<file path="src/rtl/nco_cmd_rx_pkg.sv">
// Shared constants, types and helpers for the NCO command packet decoder.
package nco_cmd_rx_pkg;

  localparam int unsigned PKT_LEN   = 4;                // data bytes per packet
  localparam int unsigned IDX_W     = $clog2(PKT_LEN);
  localparam int unsigned PAYLOAD_W = 7;
  localparam int unsigned INCR_W    = 32;
  localparam int unsigned ERR_CNT_W = 8;

  localparam logic       HDR_MARK = 1'b1;               // bit 7 of a header byte
  localparam logic [2:0] HDR_RSVD = 3'b000;             // bits 6:4 of a header byte

  typedef enum logic {
    ST_IDLE = 1'b0,
    ST_DATA = 1'b1
  } state_e;

  typedef logic [PKT_LEN-1:0][PAYLOAD_W-1:0] data_t;

  // True when the byte is a well-formed header.
  function automatic logic is_header(input logic [7:0] b);
    return (b[7] == HDR_MARK) && (b[6:4] == HDR_RSVD);
  endfunction

  // Rebuild the 32-bit increment: header bit k supplies bit 7 of data byte k.
  function automatic logic [INCR_W-1:0] pack_incr(input logic [PKT_LEN-1:0] h,
                                                  input data_t             d);
    return {h[3], d[3], h[2], d[2], h[1], d[1], h[0], d[0]};
  endfunction

endpackage

</file>
<file path="src/rtl/nco_cmd_rx.sv">
// Decodes 5-byte command packets (header + 4 data bytes) from the UART byte
// stream into the NCO phase increment.
// Ports:
//   clk, rst         clock, asynchronous active-high reset
//   rx_byte          received byte, qualified by rbyte_ready
//   rbyte_ready      one-cycle pulse per received byte
//   angle_incr       current phase increment (registered)
//   angle_incr_set   one-cycle pulse when angle_incr takes a new value
//   pkt_err          one-cycle pulse on framing error or inter-byte timeout
//   err_cnt          saturating count of pkt_err pulses
//   busy             high while a packet is partially received
module nco_cmd_rx
  import nco_cmd_rx_pkg::*;
#(
  parameter logic [31:0] RESET_INCR     = 32'h0000_0000,
  parameter int unsigned TIMEOUT_CYCLES = 200000
) (
  input  logic                 clk,
  input  logic                 rst,
  input  logic [7:0]           rx_byte,
  input  logic                 rbyte_ready,
  output logic [INCR_W-1:0]    angle_incr,
  output logic                 angle_incr_set,
  output logic                 pkt_err,
  output logic [ERR_CNT_W-1:0] err_cnt,
  output logic                 busy
);

  localparam int unsigned        TMO_W   = $clog2(TIMEOUT_CYCLES + 1);
  localparam logic [TMO_W-1:0]   TMO_MAX = TMO_W'(TIMEOUT_CYCLES);
  localparam logic [IDX_W-1:0]   IDX_LAST = IDX_W'(PKT_LEN - 1);

  state_e               state_q, state_d;
  logic [IDX_W-1:0]     idx_q, idx_d;
  logic [PKT_LEN-1:0]   hdr_q, hdr_d;
  data_t                data_q, data_d;
  logic [TMO_W-1:0]     tmo_q, tmo_d;
  logic                 commit_q, commit_d;
  logic                 err_d;

  logic [INCR_W-1:0]    angle_incr_q;
  logic                 angle_incr_set_q;
  logic                 pkt_err_q;
  logic [ERR_CNT_W-1:0] err_cnt_q;
  logic                 busy_q;

  // Next-state logic: header detection, data assembly, resync and timeout.
  always_comb begin
    state_d  = state_q;
    idx_d    = idx_q;
    hdr_d    = hdr_q;
    data_d   = data_q;
    tmo_d    = tmo_q;
    commit_d = 1'b0;
    err_d    = 1'b0;

    unique case (state_q)
      ST_IDLE: begin
        tmo_d = '0;
        // Data bytes seen here are stray and dropped without error.
        if (rbyte_ready && rx_byte[7]) begin
          if (is_header(rx_byte)) begin
            hdr_d   = rx_byte[PKT_LEN-1:0];
            idx_d   = '0;
            state_d = ST_DATA;
          end else begin
            err_d = 1'b1;
          end
        end
      end

      ST_DATA: begin
        // An arriving byte takes priority over an expiring timeout.
        if (rbyte_ready) begin
          tmo_d = '0;
          if (!rx_byte[7]) begin
            data_d[idx_q] = rx_byte[PAYLOAD_W-1:0];
            if (idx_q == IDX_LAST) begin
              commit_d = 1'b1;
              idx_d    = '0;
              state_d  = ST_IDLE;
            end else begin
              idx_d = idx_q + IDX_W'(1);
            end
          end else begin
            // Unexpected marker byte: drop the partial packet and treat the
            // byte as the start of a new one.
            err_d = 1'b1;
            idx_d = '0;
            if (is_header(rx_byte)) begin
              hdr_d   = rx_byte[PKT_LEN-1:0];
              state_d = ST_DATA;
            end else begin
              state_d = ST_IDLE;
            end
          end
        end else if (tmo_q == TMO_MAX) begin
          err_d   = 1'b1;
          tmo_d   = '0;
          idx_d   = '0;
          state_d = ST_IDLE;
        end else begin
          tmo_d = tmo_q + TMO_W'(1);
        end
      end

      default: state_d = ST_IDLE;
    endcase
  end

  // State and output registers; commit lands one cycle after the last byte.
  always_ff @(posedge clk or posedge rst) begin
    if (rst) begin
      state_q          <= ST_IDLE;
      idx_q            <= '0;
      hdr_q            <= '0;
      data_q           <= '0;
      tmo_q            <= '0;
      commit_q         <= 1'b0;
      angle_incr_q     <= RESET_INCR;
      angle_incr_set_q <= 1'b0;
      pkt_err_q        <= 1'b0;
      err_cnt_q        <= '0;
      busy_q           <= 1'b0;
    end else begin
      state_q          <= state_d;
      idx_q            <= idx_d;
      hdr_q            <= hdr_d;
      data_q           <= data_d;
      tmo_q            <= tmo_d;
      commit_q         <= commit_d;
      angle_incr_set_q <= commit_q;
      pkt_err_q        <= err_d;
      busy_q           <= (state_d == ST_DATA);
      if (commit_q) begin
        angle_incr_q <= pack_incr(hdr_q, data_q);
      end
      if (err_d && (err_cnt_q != {ERR_CNT_W{1'b1}})) begin
        err_cnt_q <= err_cnt_q + ERR_CNT_W'(1);
      end
    end
  end

  assign angle_incr     = angle_incr_q;
  assign angle_incr_set = angle_incr_set_q;
  assign pkt_err        = pkt_err_q;
  assign err_cnt        = err_cnt_q;
  assign busy           = busy_q;

endmodule

</file>
<file path="config.mk">
export PLATFORM = sky130hd
export DESIGN_NAME = nco_cmd_rx
export DESIGN_NICKNAME = d
export VERILOG_FILES = /design/src/rtl/nco_cmd_rx_pkg.sv /design/src/rtl/nco_cmd_rx.sv
export SDC_FILE = /design/constraint.sdc
export NUM_CORES = 1
export LEC_CHECK = 0
export ABC_AREA = 1
export BUFFER_PORTS_ARGS = -buffer_cell sky130_fd_sc_hd__clkbuf_2
export CAP_MARGIN = 5
export CORE_ASPECT_RATIO = 1.2
export CORE_MARGIN = 2
export CORE_UTILIZATION = 52
export CTS_CLUSTER_DIAMETER = 120
export DETAILED_ROUTE_END_ITERATION = 8
export HOLD_SLACK_MARGIN = 0.03
export PLACE_DENSITY = 0.76
export SYNTH_ARGS = -nofsm -noshare
export SYNTH_HDL_FRONTEND = slang
export SYNTH_SLANG_ARGS = --single-unit
export TNS_END_PERCENT = 100
</file>
<file path="constraint.sdc">
create_clock -name clk -period 2.3 [get_ports clk]
set_input_delay 0 -clock clk [delete_from_list [all_inputs] [get_ports clk]]
set_output_delay 0 -clock clk [all_outputs]
set_load 0.03 [all_outputs]
</file>
# == Word-level counts from Yosys, hierarchy flattened ==
# Index checks and enable logic that the tools add are counted.
# classes
n_reduce_logical,8
n_lt_le_gt_ge,2
add_sub_neg,3
eq_ne,8
mux,35
bitwise_logic,2
# ops
operator,n
$mux 18,2
$pmux 18 s2,1
$bwmux 28,1
$add 18x1->18 const B,1
$eq 18x18->1 const B,1
$mux 4,4
$mux 1,15
$demux 7 s2,1
$mux 2,6
$reduce_and 3->1,3
$add 8x1->8 const B,1
$ne 2x2->1 const B,4
$ne 8x8->1 const B,1
$pmux 4 s2,1
$mux 7,1
$logic_and 1x1->1,4
$pmux 1 s2,2
$pmux 2 s2,1
$logic_not 3->1,1
$lt 2x3->1 const B,1
$ne 3x2->1 const B,1
$add 2x1->2 const B,1
$eq 2x2->1 const B,1
$ge 2x1->1 const B,1
$not 1->1,2
# word_totals
regBits,96
word_cells,71

# == Longest topological paths before layout ==
# Gate-level depths: netlist of the first run.
# depth
word_depth,6
mapped_depth,11

# == Worst setup path after synthesis of the first run ==
# OpenSTA, ideal clock, no wires.
# synth_path
kind,register to register
from,"register err_cnt_q[0], in the netlist err_cnt[0]"
to,"register err_cnt_q[3], in the netlist err_cnt[3]"
setup_time_ns,0.065
path_stages_with_launch,8
required_ns,2.235
path_slack_ns,0.716
arrival_time_ns,1.519
path_buffers,0
path_cell_list,dfrtp_1 ha_1 nand3_1 nor3b_2 nand2_2 nand2_4 nand2_1 nand2_1
# synth_between
elab_chain_len,2
# synth_rtl
item,line,source
from (decl),nco_cmd_rx.sv:44,logic [ERR_CNT_W-1:0] err_cnt_q;
from (signal assigned),nco_cmd_rx.sv:139,err_cnt_q <= err_cnt_q + ERR_CNT_W'(1);
branches (longest 2 deep; another with $add 8x1->8),n/a,
# Several ways; the timed one is not identified.
# A chain may end at the register's enable or synchronous reset.

# == Worst setup path after layout of the first run ==
# layout_path
from,register tmo_q[0]
to,register tmo_q[17]
# layout_between
elab_chain_len,4
# layout_rtl
item,line,source
from (decl),nco_cmd_rx.sv:37,"logic [TMO_W-1:0] tmo_q, tmo_d;"
from (signal assigned),nco_cmd_rx.sv:130,tmo_q <= tmo_d;
$add 18x1->18 / $eq 18x18->1 (equally long branches),"nco_cmd_rx.sv:103, nco_cmd_rx.sv:97",
$mux 18 *,nco_cmd_rx.sv:97,end else if (tmo_q == TMO_MAX) begin
$mux 18 *,nco_cmd_rx.sv:74,if (rbyte_ready) begin
$pmux 18 s2 *,nco_cmd_rx.sv:57,unique case (state_q)
via tmo_d[17],nco_cmd_rx.sv:37,
# Mark *: on every way through the listed nets, which the timed path passes. The rest lies on a longest branch.

==> results of run 1 <==
## sequential cells by signal (all words and copies together), names as in the netlist
signal          count
hdr_q               4
angle_incr         32
err_cnt             8
idx_q               2
pkt_err             1
commit_q            1
busy                1
tmo_q              18
data_q             28
angle_incr_set      1
## synthesized netlist by cell type
master / count
nand4_2: 1
mux2_1: 2
nand4_1: 3
nand3_2: 2
buf_6: 1
nand2_1: 86
dfrtp_1: 96
ha_1: 7
xnor2_1: 4
o22ai_1: 2
nor3b_1: 3
inv_2: 4
nor2_1: 44
nor2_2: 5
inv_1: 27
nor3b_2: 1
nand2_4: 2
nand2_2: 6
or2_2: 1
nor2_4: 3
mux2_2: 30
a21boi_0: 1
o21ai_0: 35
nand3_1: 21
xor2_1: 7
nor3_1: 5
clkbuf_1: 1
buf_2: 8
## worst max-delay path: cells and delay by family (launching register included)
family	cells	cell delay, ns
adders and majority gates	1	0.18
and+or+nand+nor	6	0.67
buffers and inverters	2	0.26
DFF	1	0.43
## power by group
part / leakage (nW) / total [W] / internal [W] / switching, W
Clock: 0.0859 / 0.00105 / 0.000413 / 0.000636
Sequential: 1.32 / 0.00197 / 0.00185 / 0.000127
Combinational: 0.988 / 0.000441 / 0.000157 / 0.000283
## layer usage
layer | vias to the layer above | global-route usage, % | wire, um
met5 | - | 0 | 0
met1 | 1404 | 25.8 | 3560
met2 | 56 | 33.4 | 4050
met3 | 15 | 4.60 | 293
li1 | 1443 | - | -
met4 | 0 | 9.16 | 198
## how the worst max path moves through the flow
stage | to | slack, ns | from | depth (start not counted)
finish | tmo_q[17] | 0.65 | tmo_q[0] | 9
global route | tmo_q[17] | 0.49 | tmo_q[0] | 9
CTS | tmo_q[17] | 0.64 | tmo_q[0] | 9
detailed placement | tmo_q[17] | 0.66 | tmo_q[0] | 9
global placement | tmo_q[17] | 0.74 | tmo_q[0] | 9
floorplan | err_cnt[3] | 0.72 | err_cnt[0] | 7
## kinds of logic after synthesis
logic type                 count (synthesis)
xor gates and xnor gates                  11
AOI/OAI and AO/OA                         38
muxes                                     32
adders and majority gates                  7
DFF                                       96
buffers and inverters                     41
and+or+nand+nor                          183
## stage by stage
stage	hold slack [ns]	utilization (%)
detailed placement	0.245	58.6
global placement	0.225	58.6
floorplan	0.203	-
finish	0.0812	62.0
global route	0.0937	62.0
CTS	0.0334	61.9
## area by class of cell
| class | instances | area share, % |
|---|---|---|
| Clock buffer | 9 | 2.59 |
| Clock inverter | 7 | 1.31 |
| Inverter | 31 | 2.51 |
| Multi-Input combinational cell | 271 | 33.0 |
| Sequential cell | 96 | 50.3 |
| Tap cell | 92 | 2.41 |
| Timing Repair Buffer | 64 | 7.96 |
## cell usage in the layout (no fill, tap or decap), types with 8 or more instances in the layout
master,n
mux2_2,30
o21ai_0,35
nand3_1,21
dlygate4sd3_1,8
clkbuf_8,9
clkbuf_2,53
nor2_1,44
inv_1,26
nand2_1,86
dfrtp_1,96
## repair_timing
item | in CTS | in global routing
gates resized for setup | 0 | 0
hold buffers | 7 | 1
endpoints found under the hold margin | 66 | 1
==> summary.txt, run 1 <==
Logic synthesis
  • Cells after synthesis: 408
  • Synthesized cell area: a little over 4000 sq um
  • Largest family of logic cells by synthesized area: simple AND/OR/NAND/NOR gates
  • Synth warnings: 0
  • Post-Synth Adder-Cell Area: about 2.1%
  • Syn Area/Cell: 10.2 sq um
  • Synth Area in XOR/XNOR: 2.32%
  • Post-Synth Simple-Gate Area: slightly above 20%
  • Synth Area in Compound Gates: between 4 and 5%
  • Post-synth top area cell: dfrtp_1
  • Post-synthesis mux area share: roughly 8.7%
  • Sequential area share after synthesis: 57.9%
  • Top cell type's share of synthesized area: around 58%
  • Syn Nets: about 430
  • Post-synthesis register bit count: 96
  • Top post-synthesis cells by area: dfrtp_1, mux2_2, nand2_1, o21ai_0, nor2_1
  • Yosys cell types: 28

STA
  • Worst relative slew slack: approximately 37%
  • Worst slew pin tran: between 0.9 and 1 ns
  • Clock skew: ~0.012 ns
  • RSZ-0062 raised after global routing: no
  • Final setup vio count: 0
  • Final Hold Fails: 0
  • Setup TNS: 0 ns
  • Fmax: just over 600 MHz
  • Max Slew Vio Count: 0
  • Tcrit/Tclk final: between 70 and 80%
  • Fin worst setup slack: approximately 0.65 ns
  • Final min period: between 1.5 and 2 ns

Floorplanning
  • Die W: 85.5 um
  • Row count: 35
  • Ports: 54
  • Full die area: between 8000 and 9000 sq um
  • Die height: 102 um
  • Core ar.: 7710 sq um
  • Starting Density: approximately 54%

CTS
  • H-Tree Depth: 3
  • CTS tree: yes
  • Sink Count: 96
  • Clk slew on worst S/H paths: around 0.090 ns
  • Post-CTS setup repair buffer count: 0
  • Worst-Skew Late Latency: about 0.38 ns
  • Worst-case clock buffer depth: 2
  • Root buffer cell: clkbuf_8
  • Num CTS Buffers: 9

Global route
  • Vias in the first global route: 2857
  • Tot GR Track Use: about a fifth
  • Grt total ovfl: 0
  • Largest net degree at the start of global routing: 45
  • First-pass GRT wire length: ~14000 um
  • Initial antenna violation count: 0

Critical path
  • Critical-path cell list: inv_1 > ha_1 > nand2_1 > nor2_1 > nand4_1 > nand2_2 > inv_1 > nand2_1 > nor2_1
  • Worst R2R End: tmo_q[17]
  • WS Path Type: flop to flop
  • Max incr delay on CP: approximately 0.43 ns
  • Reg2reg path depth: 9
  • CP max-delay cell: dfrtp_1
  • CP startpoint kind: flop
  • Crit end category: flop
  • R2r startpoint: tmo_q[0]
  • CP required: between 2 and 3 ns
  • Worst-path fanout max: 18
  • WP data arrival: ~1.9 ns
  • Reg2reg setup slack: between 0.6 and 0.7 ns

Finish
  • Fillers: 648
  • Fin cells: 570
  • Finished Cell Area: 4780 sq um
  • Share of cells above drive strength 1: between 20% and 30%
  • Register Area: 2400 sq um
  • Multi-input gate area: between 1500 and 2000 sq um
  • Diode count: 0
  • Net count of the finished layout: between 400 and 500
  • Area Overhead vs Synth: 15.2%

Route
  • DRT antenna net count: 0
  • DRT Pass-1 Iters: 4
  • Drt initial violations: 80
  • Avg Vias per Cell: between 5 and 6
  • Final wirelength: between 8000 and 9000 um
  • DRC viols: 0
  • Routed len/inst: roughly 14 um
  • Via Count: roughly 3000

Status
  • Status: finished, final reports clean

Placement
  • Placed cell count: between 500 and 600
  • Post-Place Cell Area: 4510 sq um
  • HPWL Detailed: approximately 5700 um
  • Post-place setup slack: 0.658 ns
  • Routability cong.: a little under 0.9
  • IO Port Bufs: 53

Worst hold path
  • Cells on Worst Hold Path: 3
  • Hold Path Origin: rbyte_ready
  • Hold Path End: pkt_err
  • Hold Crit Class: input pin to flop

Pwr
  • Design Power: roughly 0.0035 W
  • Power per cell area: slightly above 700 nW/um^2
  • Leak: 2.39 nW
  • VDD IR max: 0.519 mV

Flow run
  • Max-cap viol count: 0
(Power assumes the default switching activity.)
==> inputs of run 2 (changes only) <==
- ABC_AREA: 1 -> 0
- CORE_UTILIZATION: 52 -> 51
- PLACE_DENSITY: 0.76 -> 0.75
- clock period: 2.3 -> 1.4 ns (I/O delays scaled with it)
==> run 2 against run 1 <==
Effect of this change: the run now ends with setup timing left; critical endpoint is now err_cnt[4]; die area decreased by 2.5%; register-to-register slack worse by 1.3 ns; synthesized cell count shrank 28%; largest power group unchanged; non-clock buffer count grew 53.
==> summary.txt, run 2 <==
Status
  • Status: finished with violations
  • Violated checks: setup timing

Finish
  • Commonest non-fill, non-tap cell in the layout: dfrtp_1
  • Area Overhead vs Synth: 31.2%
  • Finished Cell Area: 5200 sq um (+8.8%)
  • Commonest non-fill, non-tap cells in the layout: dfrtp_1, mux2_2, clkbuf_2
  • Post-layout util: 68.2% (+6.2 points)
  • Max reg flops: 32 (unchanged)
  • Share of cells above drive strength 1: 49.9% (+23 points)
  • Register Area: 2400 sq um (about the same)
  • Fin cells: 511 (-10%)
  • Fillers: 564 (-13%)
  • Net count of the finished layout: 432 (-12%)
  • Diode count: 0 (unchanged)
  • Multi-input gate area: 1570 sq um (-0.32%)

STA
  • Fin worst setup slack: -0.675 ns (-1.33 ns)
  • Worst slew pin tran: 0.481 ns (-0.466 ns)
  • Final min period: 2.07 ns (+0.427 ns)
  • RSZ-0062 raised after global routing: yes
  • Clock skew: 0.0113 ns (-0.000459 ns)
  • Worst relative slew slack: 67.9% (+31 points)
  • Max Slew Vio Count: 0 (unchanged)
  • Final setup vio count: 30 (+30)
  • Tcrit/Tclk final: 148% (+77 points)
  • Fmax: 482 MHz (-21%)
  • Final Hold Fails: 0 (unchanged)
  • Hold_ws: 0.206 ns (+0.125 ns)

Pwr
  • Design Power: 0.00653 W (+89%)
  • VDD IR max: 1.16 mV (+120%)
  • Power per cell area: 1260 nW/um^2 (+73%)
  • Leak: 2.74 nW (+15%)

Placement
  • Post-Place Cell Area: 4730 sq um (+4.8%)
  • Placed cell count: 478 (-12%)
  • Routability cong.: 0.758 (-13%)
  • IO Port Bufs: 53 (unchanged)
  • HPWL Detailed: 5040 um (-11%)

Floorplanning
  • Full die area: 8490 sq um (-2.5%)
  • Row count: 35 (unchanged)
  • Ports: 54 (unchanged)
  • Die height: 101 um (-1.3%)
  • Core ar.: 7620 sq um (-1.1%)
  • Die W: 84.5 um (-1.3%)
  • Starting Density: 52.0% (-1.8 points)

Logic synthesis
  • Top cells by count, synth: dfrtp_1, mux2_2, nor2_1
  • Yosys cell types: 36 (+29%)
  • Most common cell in the netlist: dfrtp_1
  • Synth warnings: 0 (unchanged)
  • Post-synth top area cell: dfrtp_1
  • Post-synthesis register bit count: 96 (unchanged)
  • Synthesized cell area: 3960 sq um (-4.5%)
  • Top post-synthesis cells by area: dfrtp_1, mux2_2, xor2_1, ha_1, nor2_1
  • Sequential area share after synthesis: 60.6% (+2.7 points)
  • Top cell type's share of synthesized area: 60.6% (+2.7 points)
  • Most common flop cell mapped by yosys: dfrtp_1
  • Number of synthesized flops with an enable pin: 0 (unchanged)
  • Async S/R FF share, synth: 100% (unchanged)
  • Syn Nets: 312 (-27%)
  • Cells after synthesis: 294 (-28%)
  • Syn Area/Cell: 13.5 sq um (+33%)

Worst hold path
  • Hold Crit Class: input pin to flop

Global route
  • First-pass GRT wire length: 12500 um (-8.4%)
  • Tot GR Track Use: 19.0% (-1.2 points)
  • Initial antenna violation count: 0 (unchanged)
  • Vias in the first global route: 2619 (-8.3%)
  • Largest net degree at the start of global routing: 97 (+120%)
  • Grt total ovfl: 0 (unchanged)

Route
  • Drt initial violations: 106 (+33%)
  • Final wirelength: 7480 um (-7.8%)
  • DRT Pass-1 Iters: 4 (unchanged)
  • Avg Vias per Cell: 5.09 (-0.57%)
  • DRT antenna net count: 0 (unchanged)
  • DRC viols: 0 (unchanged)
  • Via Count: 2601 (-11%)
  • Routed len/inst: 14.6 um (+2.9%)

CTS
  • Worst-Skew Late Latency: 0.37 ns (about the same)
  • H-Tree Depth: 3 (unchanged)
  • Clk slew on worst S/H paths: 0.09 ns (about the same)
  • Sink Count: 96 (unchanged)
  • Worst-case clock buffer depth: 2 (unchanged)
  • Root buffer cell: clkbuf_8
  • CTS tree: yes
  • Num CTS Buffers: 9 (unchanged)

Flow run
  • Max-cap viol count: 0 (unchanged)

Critical path
  • CP required: 1.66 ns (-0.91 ns)
  • CP startpoint kind: flop
  • WS Path Type: flop to flop
  • WP data arrival: 2.33 ns (+0.42 ns)
  • Crit end category: flop
  • Worst-path fanout max: 5 (-13)
run 2: final timing paths:
| kind | depth (start not counted) | slack [ns] | to | from |
|---|---|---|---|---|
| min in group asynchronous | 4 | 0.30 | angle_incr[21] | rst |
| worst min register to register | 1 | 0.50 | angle_incr[9] | data_q[8] |
| worst max register to register | 8 | -0.67 | err_cnt[4] | tmo_q[0] |
| worst max-delay path | 8 | -0.67 | err_cnt[4] | tmo_q[0] |
| worst min-delay path | 4 | 0.21 | idx_q[0] | rbyte_ready |
| max in group asynchronous | 4 | 0.70 | busy | rst |
run 2: worst max-delay path: stages (launching register included):
cell	delay (ns)
dfrtp_1	0.38
inv_1	0.06
ha_1	0.14
nand3b_1	0.09
or4_4	0.45
o41ai_4	0.23
buf_4	0.19
nor2b_2	0.13
mux2_1	0.31
run 2: logic make-up after synthesis:
family	synth area share, %
AO/OA/AOI/OAI	2.49
AND/OR/NAND/NOR	9.82
multiplexers	19.1
adder cells (fa/ha/maj)	2.21
XOR/XNOR	3.98
buffers and inverters	1.74
flip-flops	60.6
run 2: cell type report:
cell class | instances | share of cell area (%)
flip-flops and latches | 96 | 46.2
inverters | 10 | 0.842
repair buffers | 117 | 16.3
well taps | 92 | 2.21
clock buffers | 10 | 2.45
clock inverters | 6 | 1.76
multi-input cells | 180 | 30.2
run 2: metrics by stage:
step / TNS, ns / setup WS, ns
3_3_place_gp: -12.82 / -0.684
2_1_floorplan: -11.12 / -0.755
5_1_grt: -19.67 / -0.770
4_1_cts: -17.22 / -0.691
6_report: -17.27 / -0.675
3_5_place_dp: -14.43 / -0.714
run 2: repair_timing:
item	CTS	global route
hold buffers	8	0
pin swaps	3	0
resized for setup	9	4
gates cloned	1	0
endpoints found under the setup margin	57	48
setup buffers	6	2
hold endpoints to repair	127	0
run 2: per-layer routing:
| metal | wire (um) | vias to the layer above | GRT usage [%] |
|---|---|---|---|
| met5 | 0 | - | 0 |
| met1 | 3380 | 1293 | 24.4 |
| met2 | 3730 | 43 | 31.7 |
| met3 | 214 | 13 | 3.36 |
| met4 | 160 | 0 | 8.79 |
| li1 | - | 1252 | - |
run 2: power by group:
| part | switching (W) | internal [W] |
|---|---|---|
| registers | 0.000179 | 0.00312 |
| logic | 0.000653 | 0.000615 |
| clock network | 0.000947 | 0.00102 |
| total | 0.00178 | 0.00475 |
==> inputs of run 3 (changes only) <==
- CELL_PAD_IN_SITES_DETAIL_PLACEMENT: not set -> 0
- CELL_PAD_IN_SITES_GLOBAL_PLACEMENT: not set -> 1
- CORE_UTILIZATION: 51 -> 35
- PLACE_DENSITY: 0.75 -> not set
- PLACE_DENSITY_LB_ADDON: not set -> 0.1
==> run 3 against run 2 <==
Effect of this change: the run still ends with setup timing left; final area grew 3.6%; core utilization shrank 19 points; wire length grew 11%; count of clock-buffer cells in the layout is the same; global-route usage shrank 4.2 points; worst hold slack lost 0.16 ns; largest power group unchanged.
==> summary.txt, run 3 (synthesized netlist as in run 2, its figures left out) <==
Critical path
  • Crit path buf inv count: 1 (-1)
  • Crit end category: flop
  • Max incr delay on CP: 0.43 ns (-0.02 ns)
  • CP startpoint kind: flop
  • CP required: 1.62 ns (-0.04 ns)
  • Top delay family on crit path: simple AND/OR/NAND/NOR gates
  • Worst-path fanout max: 4 (-1)
  • WS Path Type: flop to flop
  • CP max-delay cell: or4_4
  • Critical-path cell list: inv_1 > ha_1 > nand3b_1 > or4_4 > o41ai_4 > nor2b_1 > mux2_1
  • WP data arrival: 2.25 ns (-0.08 ns)

CTS
  • H-Tree Depth: 3 (unchanged)
  • Num CTS Buffers: 9 (unchanged)
  • Sink Count: 96 (unchanged)
  • Clk slew on worst S/H paths: 0.07 ns (-0.02 ns)
  • Root buffer cell: clkbuf_16
  • Worst-Skew Late Latency: 0.34 ns (-0.03 ns)
  • Worst-case clock buffer depth: 2 (unchanged)
  • CTS tree: yes

Route
  • Drt initial violations: 52 (-51%)
  • DRT antenna net count: 0 (unchanged)
  • Max layer used: met4
  • Via Count: 2626 (+0.96%)
  • Met2 routed WL: 4240 um (+14%)
  • Routed len/inst: 15.1 um (+3.1%)
  • Avg Vias per Cell: 4.77 (-6.4%)
  • WL met1: 3690 um (+9.3%)
  • DRC viols: 0 (unchanged)
  • Met3 WL post-DR: 274 um (+28%)
  • DRT Pass-1 Iters: 4 (unchanged)
  • Final wirelength: 8310 um (+11%)

STA
  • Max Slew Vio Count: 0 (unchanged)
  • Worst slew pin tran: 0.348 ns (-0.133 ns)
  • Clock skew: 0.00803 ns (-0.00327 ns)
  • Final min period: 2.03 ns (-0.0470 ns)
  • Final Hold Fails: 0 (unchanged)
  • Hold_ws: 0.0507 ns (-0.155 ns)
  • Tcrit/Tclk final: 145% (-3.4 points)
  • Fmax: 493 MHz (+2.3%)
  • Final setup vio count: 30 (unchanged)
  • Fin worst setup slack: -0.628 ns (+0.0470 ns)
  • RSZ-0062 raised after global routing: yes
  • Worst relative slew slack: 76.7% (+8.8 points)

Pwr
  • Leak: 2.81 nW (+2.4%)
  • P_int: 0.00533 W (+12%)
  • Switching part of the total: 26.2% (-1.1 points)
  • Seq pwr share: 45.9% (-4.6 points)
  • Clock Power Share: 36.4% (+6.3 points)
  • VDD IR max: 1.15 mV (-0.63%)
  • Power per cell area: 1340 nW/um^2 (+6.6%)
  • Comb power frac: 17.8% (-1.6 points)
  • Switching power: 0.00189 W (+6.0%)

Floorplanning
  • Core ar.: 11000 sq um (+45%)
  • Die height: 121 um (+20%)
  • Row count: 42 (+20%)
  • Die W: 101 um (+20%)
  • Ports: 54 (unchanged)
  • Starting Density: 35.9% (-16 points)
  • Full die area: 12200 sq um (+44%)

Global route
  • Grt total ovfl: 0 (unchanged)
  • Initial antenna violation count: 0 (unchanged)
  • First-pass GRT wire length: 13800 um (+11%)
  • Vias in the first global route: 2678 (+2.3%)
  • Largest net degree at the start of global routing: 58 (-40%)
  • Tot GR Track Use: 14.8% (-4.2 points)

Finish
  • Diode count: 0 (unchanged)
  • Net count of the finished layout: 432 (unchanged)
  • Commonest non-fill, non-tap cells in the layout: dfrtp_1, mux2_2, clkbuf_2
  • Commonest non-fill, non-tap cell in the layout: dfrtp_1
  • Share of cells above drive strength 1: 50.4% (+0.48 points)
  • Fillers: 1022 (+81%)
  • Area Overhead vs Synth: 35.9%
  • Fin cells: 551 (+7.8%)
  • Max reg flops: 32 (unchanged)

Placement
  • Post-place setup slack: -0.634 ns (+0.0804 ns)
  • Routability cong.: 0.771 (+1.8%)
  • HPWL Detailed: 5670 um (+12%)
  • IO Port Bufs: 53 (unchanged)
  • Placed cell count: 520 (+8.8%)

Worst hold path
  • Hold Crit Class: input pin to flop

Flow run
  • Max-cap viol count: 0 (unchanged)

Status
  • Status: finished with violations
  • Violated checks: setup timing
[run 3: final timing paths]
| check | from | to | slack, ns | cells past startpoint |
|---|---|---|---|---|
| hold reg to reg | data_q[10] | data_q[10] | 0.50 | 1 |
| hold / removal | rx_byte[5] | data_q[12] | 0.05 | 3 |
| setup reg to reg | tmo_q[0] | err_cnt[4] | -0.63 | 7 |
| max in group asynchronous | rst | angle_incr[23] | 0.64 | 4 |
| setup / recovery | tmo_q[0] | err_cnt[4] | -0.63 | 7 |
| min in group asynchronous | rst | angle_incr[22] | 0.17 | 3 |
[run 3: routing by layer]
metal | up-vias | track usage (%)
met5 | - | 0
met4 | 0 | 4.56
met3 | 7 | 3.87
met2 | 39 | 24.6
met1 | 1318 | 18.7
li1 | 1262 | -
[run 3: tightest hold or removal path: stages]
cell	delay, ns
clkbuf_2	0.10
buf_4	0.12
mux2_2	0.13
[run 3: area by class of cell]
type                    count  area [sq um]  area share, %
clock buffers              10           229           4.25
clock inverters             6          90.1           1.67
inverters                  10          43.8          0.813
multi-input cells         180          1560           29.0
flip-flops and latches     96          2400           44.6
well taps                 132           165           3.07
repair buffers            117           893           16.6
[run 3: per-stage QoR]
stage | cell area (sq um) | util, % | total power [W] | setup TNS, ns
global placement | 4810 | 43.6 | 0.00452 | -12.35
global route | 5390 | 48.8 | 0.00758 | -19.49
detailed placement | 4810 | 43.6 | 0.00455 | -13.89
CTS | 5350 | 48.5 | 0.00730 | -16.29
finish | 5390 | 48.8 | 0.00721 | -16.42
floorplan | 4010 | - | 0.00406 | -11.12
[run 3: repair_timing]
action                     in CTS  in global routing
hold endpoints to repair      110                  1
hold buffers                    4                  1
pin swaps                       5                  4
resized for setup              11                  4
cloned                          3                  0
setup buffers                   5                  2
setup endpoints to repair      58                 45
[run 3: power groups by stage]
stage	clock network (W)	logic, W	registers (W)
after floorplan	0	0.000500	0.00356
after global placement	0	0.00117	0.00335
after detailed placement	0	0.00119	0.00337
after CTS	0.00270	0.00129	0.00331
after global routing	0.00282	0.00140	0.00336
final	0.00262	0.00128	0.00331
